<file path="config.mk">
export PLATFORM = sky130hd
export DESIGN_NAME = cp0_exc_flat
export DESIGN_NICKNAME = d
export VERILOG_FILES = /design/src/rtl/cp0_exc_pkg.sv /design/src/rtl/cp0_exc_if.sv /design/src/rtl/cp0_exc_timer.sv /design/src/rtl/cp0_exc.sv /design/src/flat_wrapper.sv
export SDC_FILE = /design/constraint.sdc
export NUM_CORES = 1
export LEC_CHECK = 0
export BUFFER_PORTS_ARGS = -buffer_cell sky130_fd_sc_hd__buf_2
export CAP_MARGIN = 20
export CORE_UTILIZATION = 55
export DETAILED_ROUTE_END_ITERATION = 10
export GPL_TIMING_DRIVEN = 0
export PLACE_DENSITY = 0.85
export SYNTH_ARGS = -nofsm -noshare
export SYNTH_HDL_FRONTEND = slang
export SYNTH_SLANG_ARGS = --single-unit
</file>
<file path="constraint.sdc">
create_clock -name clk -period 4.1 [get_ports clk]
set_input_delay 0.41 -clock clk [delete_from_list [all_inputs] [get_ports clk]]
set_output_delay 0.41 -clock clk [all_outputs]
set_load 0.01 [all_outputs]
</file>
<file path="src/rtl/cp0_exc_pkg.sv">
// Shared CP0 definitions: register numbers, exception codes and bit positions.
// The pipeline controller imports the same exception codes.
package cp0_defs;

  typedef logic [3:0] execode_t;

  localparam logic [4:0] CP0_COUNT   = 5'd9;
  localparam logic [4:0] CP0_COMPARE = 5'd11;
  localparam logic [4:0] CP0_STATUS  = 5'd12;
  localparam logic [4:0] CP0_CAUSE   = 5'd13;
  localparam logic [4:0] CP0_EPC     = 5'd14;

  localparam execode_t EXC_NONE = 4'h0;
  localparam execode_t EXC_INT  = 4'h1;
  localparam execode_t EXC_RI   = 4'ha;
  localparam execode_t EXC_OV   = 4'hc;
  localparam execode_t EXC_TR   = 4'hd;
  localparam execode_t EXC_ERET = 4'he;

  localparam int ST_IE  = 0;
  localparam int ST_EXL = 1;
  localparam int CA_BD  = 31;

  // Status bits that mtc0 can change: IM[15:8], EXL, IE.
  localparam logic [31:0] STATUS_WMASK = 32'h0000_FF03;

  // Codes that redirect the pipeline and update EPC/Cause/Status.
  function automatic logic exc_taken(input execode_t code);
    return (code == EXC_INT) || (code == EXC_RI) ||
           (code == EXC_OV)  || (code == EXC_TR);
  endfunction

endpackage

</file>
<file path="src/rtl/cp0_exc_if.sv">
// MEM-stage / controller bundle seen by the CP0 block.
interface cp0_exc_if;
  logic        mem_valid;
  logic [31:0] mem_pc;
  logic        mem_in_delay_slot;
  logic        mem_exc_ri;
  logic        mem_exc_ov;
  logic        mem_exc_tr;
  logic        mem_eret;
  logic        cp0_we;
  logic [4:0]  cp0_waddr;
  logic [31:0] cp0_wdata;
  logic [4:0]  cp0_raddr;
  logic [31:0] cp0_rdata;
  logic [5:0]  int_i;
  logic [3:0]  execode_o;
  logic [31:0] epc_o;
  logic        timer_int_o;

  modport master (
    output mem_valid, mem_pc, mem_in_delay_slot, mem_exc_ri, mem_exc_ov,
           mem_exc_tr, mem_eret, cp0_we, cp0_waddr, cp0_wdata, cp0_raddr, int_i,
    input  cp0_rdata, execode_o, epc_o, timer_int_o
  );

  modport slave (
    input  mem_valid, mem_pc, mem_in_delay_slot, mem_exc_ri, mem_exc_ov,
           mem_exc_tr, mem_eret, cp0_we, cp0_waddr, cp0_wdata, cp0_raddr, int_i,
    output cp0_rdata, execode_o, epc_o, timer_int_o
  );
endinterface

</file>
<file path="src/rtl/cp0_exc_timer.sv">
// Count/Compare registers and the sticky timer-pending flag.
module cp0_timer (
  input  logic        clk,
  input  logic        rst,
  input  logic        count_we,
  input  logic        compare_we,
  input  logic [31:0] wdata,
  output logic [31:0] count_o,
  output logic [31:0] compare_o,
  output logic        timer_pend_o
);

  logic [31:0] count_q, count_d;
  logic [31:0] compare_q, compare_d;
  logic        pend_q, pend_d;

  // Next state: Count free-runs unless written; a Compare write clears pending.
  always_comb begin
    count_d   = count_we ? wdata : count_q + 32'd1;
    compare_d = compare_we ? wdata : compare_q;
    pend_d    = pend_q | (count_d == compare_q);
    if (compare_we) pend_d = 1'b0;
  end

  // State registers, cleared asynchronously.
  always_ff @(posedge clk or posedge rst) begin
    if (rst) begin
      count_q   <= '0;
      compare_q <= '0;
      pend_q    <= 1'b0;
    end else begin
      count_q   <= count_d;
      compare_q <= compare_d;
      pend_q    <= pend_d;
    end
  end

  assign count_o      = count_q;
  assign compare_o    = compare_q;
  assign timer_pend_o = pend_q;

endmodule

</file>
<file path="src/rtl/cp0_exc.sv">
// CP0 register file and exception arbiter for the instruction in MEM.
module cp0_exc
  import cp0_defs::*;
(
  input logic        clk,
  input logic        rst,
  cp0_exc_if.slave   bus
);

  logic [31:0] status_q, status_d;
  logic [31:0] cause_q, cause_d;
  logic [31:0] epc_q, epc_d;
  logic [31:0] count, compare;
  logic        timer_pend;
  execode_t    code;
  logic        taken, irq, we_eff;

  // Prioritised exception code; interrupts need IE=1, EXL=0 and an enabled IP bit.
  always_comb begin
    irq  = status_q[ST_IE] & ~status_q[ST_EXL] & (|(cause_q[15:8] & status_q[15:8]));
    code = EXC_NONE;
    if (bus.mem_valid) begin
      if (irq)                 code = EXC_INT;
      else if (bus.mem_exc_ri) code = EXC_RI;
      else if (bus.mem_exc_ov) code = EXC_OV;
      else if (bus.mem_exc_tr) code = EXC_TR;
      else if (bus.mem_eret)   code = EXC_ERET;
    end
    taken  = exc_taken(code);
    we_eff = bus.cp0_we & ~taken;
  end

  cp0_timer u_timer (
    .clk          (clk),
    .rst          (rst),
    .count_we     (we_eff && bus.cp0_waddr == CP0_COUNT),
    .compare_we   (we_eff && bus.cp0_waddr == CP0_COMPARE),
    .wdata        (bus.cp0_wdata),
    .count_o      (count),
    .compare_o    (compare),
    .timer_pend_o (timer_pend)
  );

  // Next Status/Cause/EPC: mtc0 first, then exception or eret side effects.
  always_comb begin
    status_d = status_q;
    cause_d  = cause_q;
    epc_d    = epc_q;
    cause_d[15:10] = bus.int_i | {timer_pend, 5'b0};
    if (we_eff && bus.cp0_waddr == CP0_STATUS) status_d = bus.cp0_wdata & STATUS_WMASK;
    if (we_eff && bus.cp0_waddr == CP0_CAUSE)  cause_d[9:8] = bus.cp0_wdata[9:8];
    if (we_eff && bus.cp0_waddr == CP0_EPC)    epc_d = bus.cp0_wdata;
    if (taken) begin
      epc_d            = bus.mem_in_delay_slot ? bus.mem_pc - 32'd4 : bus.mem_pc;
      cause_d[CA_BD]   = bus.mem_in_delay_slot;
      cause_d[6:2]     = {1'b0, code};
      status_d[ST_EXL] = 1'b1;
    end else if (code == EXC_ERET) begin
      status_d[ST_EXL] = 1'b0;
    end
  end

  // Architectural registers, cleared asynchronously.
  always_ff @(posedge clk or posedge rst) begin
    if (rst) begin
      status_q <= '0;
      cause_q  <= '0;
      epc_q    <= '0;
    end else begin
      status_q <= status_d;
      cause_q  <= cause_d;
      epc_q    <= epc_d;
    end
  end

  // mfc0 read with forwarding of a same-cycle write to the same register.
  always_comb begin
    unique case (bus.cp0_raddr)
      CP0_COUNT:   bus.cp0_rdata = count;
      CP0_COMPARE: bus.cp0_rdata = compare;
      CP0_STATUS:  bus.cp0_rdata = status_q;
      CP0_CAUSE:   bus.cp0_rdata = cause_q;
      CP0_EPC:     bus.cp0_rdata = epc_q;
      default:     bus.cp0_rdata = '0;
    endcase
    if (bus.cp0_we && bus.cp0_waddr == bus.cp0_raddr) begin
      unique case (bus.cp0_raddr)
        CP0_COUNT, CP0_COMPARE, CP0_EPC: bus.cp0_rdata = bus.cp0_wdata;
        CP0_STATUS: bus.cp0_rdata = bus.cp0_wdata & STATUS_WMASK;
        CP0_CAUSE:  bus.cp0_rdata = {cause_q[31:10], bus.cp0_wdata[9:8], cause_q[7:0]};
        default:    ;
      endcase
    end
  end

  assign bus.execode_o   = code;
  assign bus.epc_o       = (bus.cp0_we && bus.cp0_waddr == CP0_EPC) ? bus.cp0_wdata : epc_q;
  assign bus.timer_int_o = timer_pend;

endmodule

</file>
<file path="src/flat_wrapper.sv">
// flat-port wrapper written by rule: the top's interface ports become plain ports
module cp0_exc_flat import cp0_defs::*;
  (clk, rst, bus_mem_valid, bus_mem_pc, bus_mem_in_delay_slot, bus_mem_exc_ri, bus_mem_exc_ov, bus_mem_exc_tr, bus_mem_eret, bus_cp0_we, bus_cp0_waddr, bus_cp0_wdata, bus_cp0_raddr, bus_int_i, bus_cp0_rdata, bus_execode_o, bus_epc_o, bus_timer_int_o);
  cp0_exc_if bus_i ();
  input logic clk;
  input logic rst;
  input wire logic [$bits(bus_i.mem_valid)-1:0] bus_mem_valid;
  input wire logic [$bits(bus_i.mem_pc)-1:0] bus_mem_pc;
  input wire logic [$bits(bus_i.mem_in_delay_slot)-1:0] bus_mem_in_delay_slot;
  input wire logic [$bits(bus_i.mem_exc_ri)-1:0] bus_mem_exc_ri;
  input wire logic [$bits(bus_i.mem_exc_ov)-1:0] bus_mem_exc_ov;
  input wire logic [$bits(bus_i.mem_exc_tr)-1:0] bus_mem_exc_tr;
  input wire logic [$bits(bus_i.mem_eret)-1:0] bus_mem_eret;
  input wire logic [$bits(bus_i.cp0_we)-1:0] bus_cp0_we;
  input wire logic [$bits(bus_i.cp0_waddr)-1:0] bus_cp0_waddr;
  input wire logic [$bits(bus_i.cp0_wdata)-1:0] bus_cp0_wdata;
  input wire logic [$bits(bus_i.cp0_raddr)-1:0] bus_cp0_raddr;
  input wire logic [$bits(bus_i.int_i)-1:0] bus_int_i;
  output wire logic [$bits(bus_i.cp0_rdata)-1:0] bus_cp0_rdata;
  output wire logic [$bits(bus_i.execode_o)-1:0] bus_execode_o;
  output wire logic [$bits(bus_i.epc_o)-1:0] bus_epc_o;
  output wire logic [$bits(bus_i.timer_int_o)-1:0] bus_timer_int_o;
  assign bus_i.mem_valid = bus_mem_valid;
  assign bus_i.mem_pc = bus_mem_pc;
  assign bus_i.mem_in_delay_slot = bus_mem_in_delay_slot;
  assign bus_i.mem_exc_ri = bus_mem_exc_ri;
  assign bus_i.mem_exc_ov = bus_mem_exc_ov;
  assign bus_i.mem_exc_tr = bus_mem_exc_tr;
  assign bus_i.mem_eret = bus_mem_eret;
  assign bus_i.cp0_we = bus_cp0_we;
  assign bus_i.cp0_waddr = bus_cp0_waddr;
  assign bus_i.cp0_wdata = bus_cp0_wdata;
  assign bus_i.cp0_raddr = bus_cp0_raddr;
  assign bus_i.int_i = bus_int_i;
  assign bus_cp0_rdata = bus_i.cp0_rdata;
  assign bus_execode_o = bus_i.execode_o;
  assign bus_epc_o = bus_i.epc_o;
  assign bus_timer_int_o = bus_i.timer_int_o;
  cp0_exc u_core (.clk(clk), .rst(rst), .bus(bus_i));
endmodule
</file>
==> PnR_summary.wiki <==
{| class="wikitable"
! Metric !! Value
|-
| Outcome || complete, no violations
|-
| Number of DRC markers after the initial detailed-route iteration || between 1,000 and 1,500
|-
| Cts-stage hold buffer count || 1
|-
| HP Class || in2reg
|-
| DRC violation count after routing || 0
|-
| Number of nets with antenna violations after detailed routing || 0
|-
| Total Routed Length || 28,300 µm
|-
| Fin Clk Skew || 0.00749 ns
|-
| Launch point of the critical path || u_core.u_timer.count_o[10]
|-
| Most common cell after layout, fill and taps aside || buf_2
|-
| Post-route fraction of the period consumed by the critical path || 98.2%
|-
| Share of the yosys chip area belonging to registers || 37.6%
|-
| CP Data Arrival Time || between 4 and 5 ns
|-
| Die H || 123 µm
|-
| Final Slew Violations || 0
|-
| Multi-input logic area || 4650 µm²
|-
| Starting utilization of the core area || 56.9%
|-
| Number of cells upsized or downsized after cts || 0
|-
| Leading register cell type out of synthesis || dfrtp_1
|-
| Distinct cell type count after synthesis || 56
|-
| Count of maximum capacitance violations || 0
|-
| Number of nets produced by synthesis || 1,000
|-
| RSZ-0062 raised after global routing || false
|-
| Floorplan Core Area || 14,000 µm²
|-
| Post-Syn Instances || 909
|-
| Placement-stage cell area || ~9000 µm²
|-
| Nets || 1,179
|-
| Synth warn || 0
|-
| FF+latch area || between 3000 and 4000 µm²
|-
| Reg-to-Reg Start || u_core.u_timer.count_o[10]
|-
| Final hold slack || 0.0832 ns
|-
| Clock transition at the registers of the reported paths || 0.06 ns
|-
| Type of origin of the critical path || register
|-
| Pin count of the biggest net entering global routing || roughly 90
|-
| Number of inserted diodes || 0
|-
| Total of flip-flops plus latches after synthesis || 120
|-
| Number of placement rows || 43
|-
| Max transition margin || 20.2%
|-
| Clock tree from TritonCTS || built
|-
| Combined global-route utilization of all metal layers || 39.0%
|-
| Least-Margin Pin Slew || 1.19 ns
|-
| Routed length per instance || 22.1 µm
|-
| Filler cells || 1,099
|-
| Worst IR drop on VDD || 0.000322 V
|-
| Number of top-level pins || 158
|-
| Area leader, netlist || dfrtp_1
|-
| Final number of hold-violating endpoints || 0
|-
| Num CTS Buffers || 17
|-
| Antenna violations before repair || 0
|-
| Die extent in x || 123 µm
|-
| Total Die Area || approximately 15,000 µm²
|-
| Minimum setup slack in the final design || 0.0752 ns
|-
| Worst Setup End Kind || register
|-
| RePlAce Congestion || 1.06
|-
| Setup-failing EPs final || 0
|-
| Number of sinks on the clock net || 120
|-
| Placement Setup Slack || between 0.3 and 0.4 ns
|-
| Clock root buffer || clkbuf_16
|-
| Number of levels in the clock H-tree || 4
|-
| Routed vias/inst || roughly 6.5
|-
| Deepest clock path buffer count || 2
|-
| Via count of the first global-routing pass || about 7,700
|-
| Startpoint of the most critical hold path || bus_int_i[3]
|-
| Critical path cell sequence || nand4_1 > or4_1 > buf_4 > nor4_1 > nor3_1 > o21ai_0 > o21ai_0 > nor4_1 > nand4_1 > o32ai_2
|-
| Number of enable flip-flop cells after synthesis || 0
|-
| Count of vias placed by the detailed router || around 8,400
|-
| WS Path Type || reg2reg
|-
| Post-synth ARST share || 100%
|-
| Synth top area share || 37.6%
|-
| Fmax achieved || 248 MHz
|-
| Relative area change from synthesis to final layout || 21.4%
|-
| First-pass GRT wire length || 43,000 µm
|-
| Design Area, Final || 9690 µm²
|-
| Power density cells || 454 nW/µm²
|-
| Congestion Overflow GR || 0
|-
| Highest-count cells in the layout ignoring fill and taps || buf_2 (157), nand2_1 (125), dfrtp_1 (120), o21ai_0 (73), mux2_2 (68)
|-
| Syn_area_per_cell || 8.79 µm²
|-
| Cell type of the slowest stage on the worst timing path || nor4_1
|-
| Post-synth design cell area || approximately 8000 µm²
|-
| Detailed-placement wirelength estimate || 21,500 µm
|-
| Area contributors post-synth || dfrtp_1 (38%), mux2_2 (9.6%), xnor2_1 (6.0%), nand2_1 (5.9%), o21ai_0 (4.6%)
|-
| Pleak || roughly 4.2 nW
|-
| Number of input and output port buffers inserted || 157
|-
| Maximum single-stage delay on the critical path || just over 0.8 ns
|-
| Final min period || 4.02 ns
|-
| First-pass detailed-route iteration total || 10
|-
| Count of buffers added by post-CTS timing repair for setup || 0
|-
| Fraction of layout cells with a size suffix above 1 || 24.9%
|-
| Clock latency at the later pin of the worst-skew pair || 0.43 ns
|-
| Worst EP required || 4.43 ns
|-
| Top fanout value on the critical path || 10
|}
==> layout make-up <==
type / count / area share [%]
timing repair buffer: 160 / 8.57
multi-input combinational: 703 / 48.0
tap: 180 / 2.32
inverter: 34 / 1.37
buffer: 52 / 2.09
clock inverter: 12 / 2.05
sequential: 120 / 31.0
clock buffer: 20 / 4.61
==> worst max-delay path: cells and delay by family, from the launching register on <==
family / cells / cell delay (ns)
AND/OR/NAND/NOR: 6 / 2.38
buffers and inverters: 1 / 0.19
AO/OA/AOI/OAI: 3 / 0.85
flip-flops: 1 / 0.50
==> report_power, final <==
group          switching [mW]  internal, mW  total [mW]  leakage, nW
logic                   0.655         0.446        1.10         2.52
registers               0.263          1.39        1.65         1.42
clock network           0.558          1.09        1.65        0.302
==> cells by family (layout without fill, tap and decap cells) <==
logic type      after synthesis  after routing  share of synthesized area (%)
compound gates              229            229                           18.8
xor+xnor                     86             86                           9.43
fa+ha+maj                     2              2                          0.313
buf+inv                      86            278                           4.14
flops                       120            120                           37.6
mux                          86             86                           11.8
simple gates                300            300                           17.9
==> cells in the mapped netlist, types with 5 or more instances <==
| cell | count |
|---|---|
| nor4_1 | 19 |
| xnor2_1 | 55 |
| a31oi_1 | 5 |
| a22oi_1 | 14 |
| clkbuf_1 | 45 |
| or3_1 | 8 |
| o31ai_1 | 11 |
| dfrtp_1 | 120 |
| inv_1 | 34 |
| nand2_1 | 125 |
| and3_1 | 6 |
| o21ai_0 | 73 |
| or4_1 | 10 |
| nor2_1 | 62 |
| mux2i_1 | 18 |
| mux2_2 | 68 |
| a211oi_1 | 10 |
| nand4_1 | 11 |
| nor2b_1 | 5 |
| a21oi_1 | 42 |
| a22o_1 | 38 |
| xor2_1 | 31 |
| o22ai_1 | 12 |
| buf_1 | 5 |
| nand3_1 | 14 |
| nor3_1 | 17 |
==> stage by stage <==
stage | cells | utilization (%) | power [mW] | setup TNS (ns)
6_report | 1281 | 69.0 | 4.40 | 0
3_3_place_gp | 1246 | 64.1 | 2.66 | -101.49
4_1_cts | 1280 | 69.0 | 4.33 | 0
3_5_place_dp | 1247 | 64.3 | 2.69 | 0
5_1_grt | 1281 | 69.0 | 4.53 | 0
2_1_floorplan | 909 | - | 2.25 | 0
==> path summary, 6_finish.rpt <==
check / end / slack [ns] / depth (start not counted)
max: u_core.u_timer.timer_pend_o / 0.08 / 10
min: u_core.cause_q[13] / 0.08 / 1
max reg2reg: u_core.u_timer.timer_pend_o / 0.08 / 10
min reg2reg: u_core.status_q[15] / 0.54 / 1
max in group asynchronous: u_core.cause_q[4] / 2.85 / 4
min in group asynchronous: u_core.u_timer.count_o[3] / 0.50 / 3
==> flip-flops by register name, indices dropped and copies added (netlist names) <==
| name | count |
|---|---|
| u_core.cause_q | 13 |
| u_core.u_timer.compare_o | 32 |
| u_core.u_timer.count_o | 32 |
| u_core.status_q | 10 |
| u_core.epc_q | 32 |
| u_core.u_timer.timer_pend_o | 1 |
==> per-layer routing <==
| layer | track usage [%] | up-vias | wire [µm] |
|---|---|---|---|
| li1 | - | 3633 | - |
| met1 | 52.3 | 3969 | 10600 |
| met2 | 59.0 | 636 | 12800 |
| met3 | 9.06 | 114 | 3600 |
| met4 | 20.0 | 0 | 1350 |
| met5 | 0 | - | 0 |
Power figures use the tool's default switching activity.
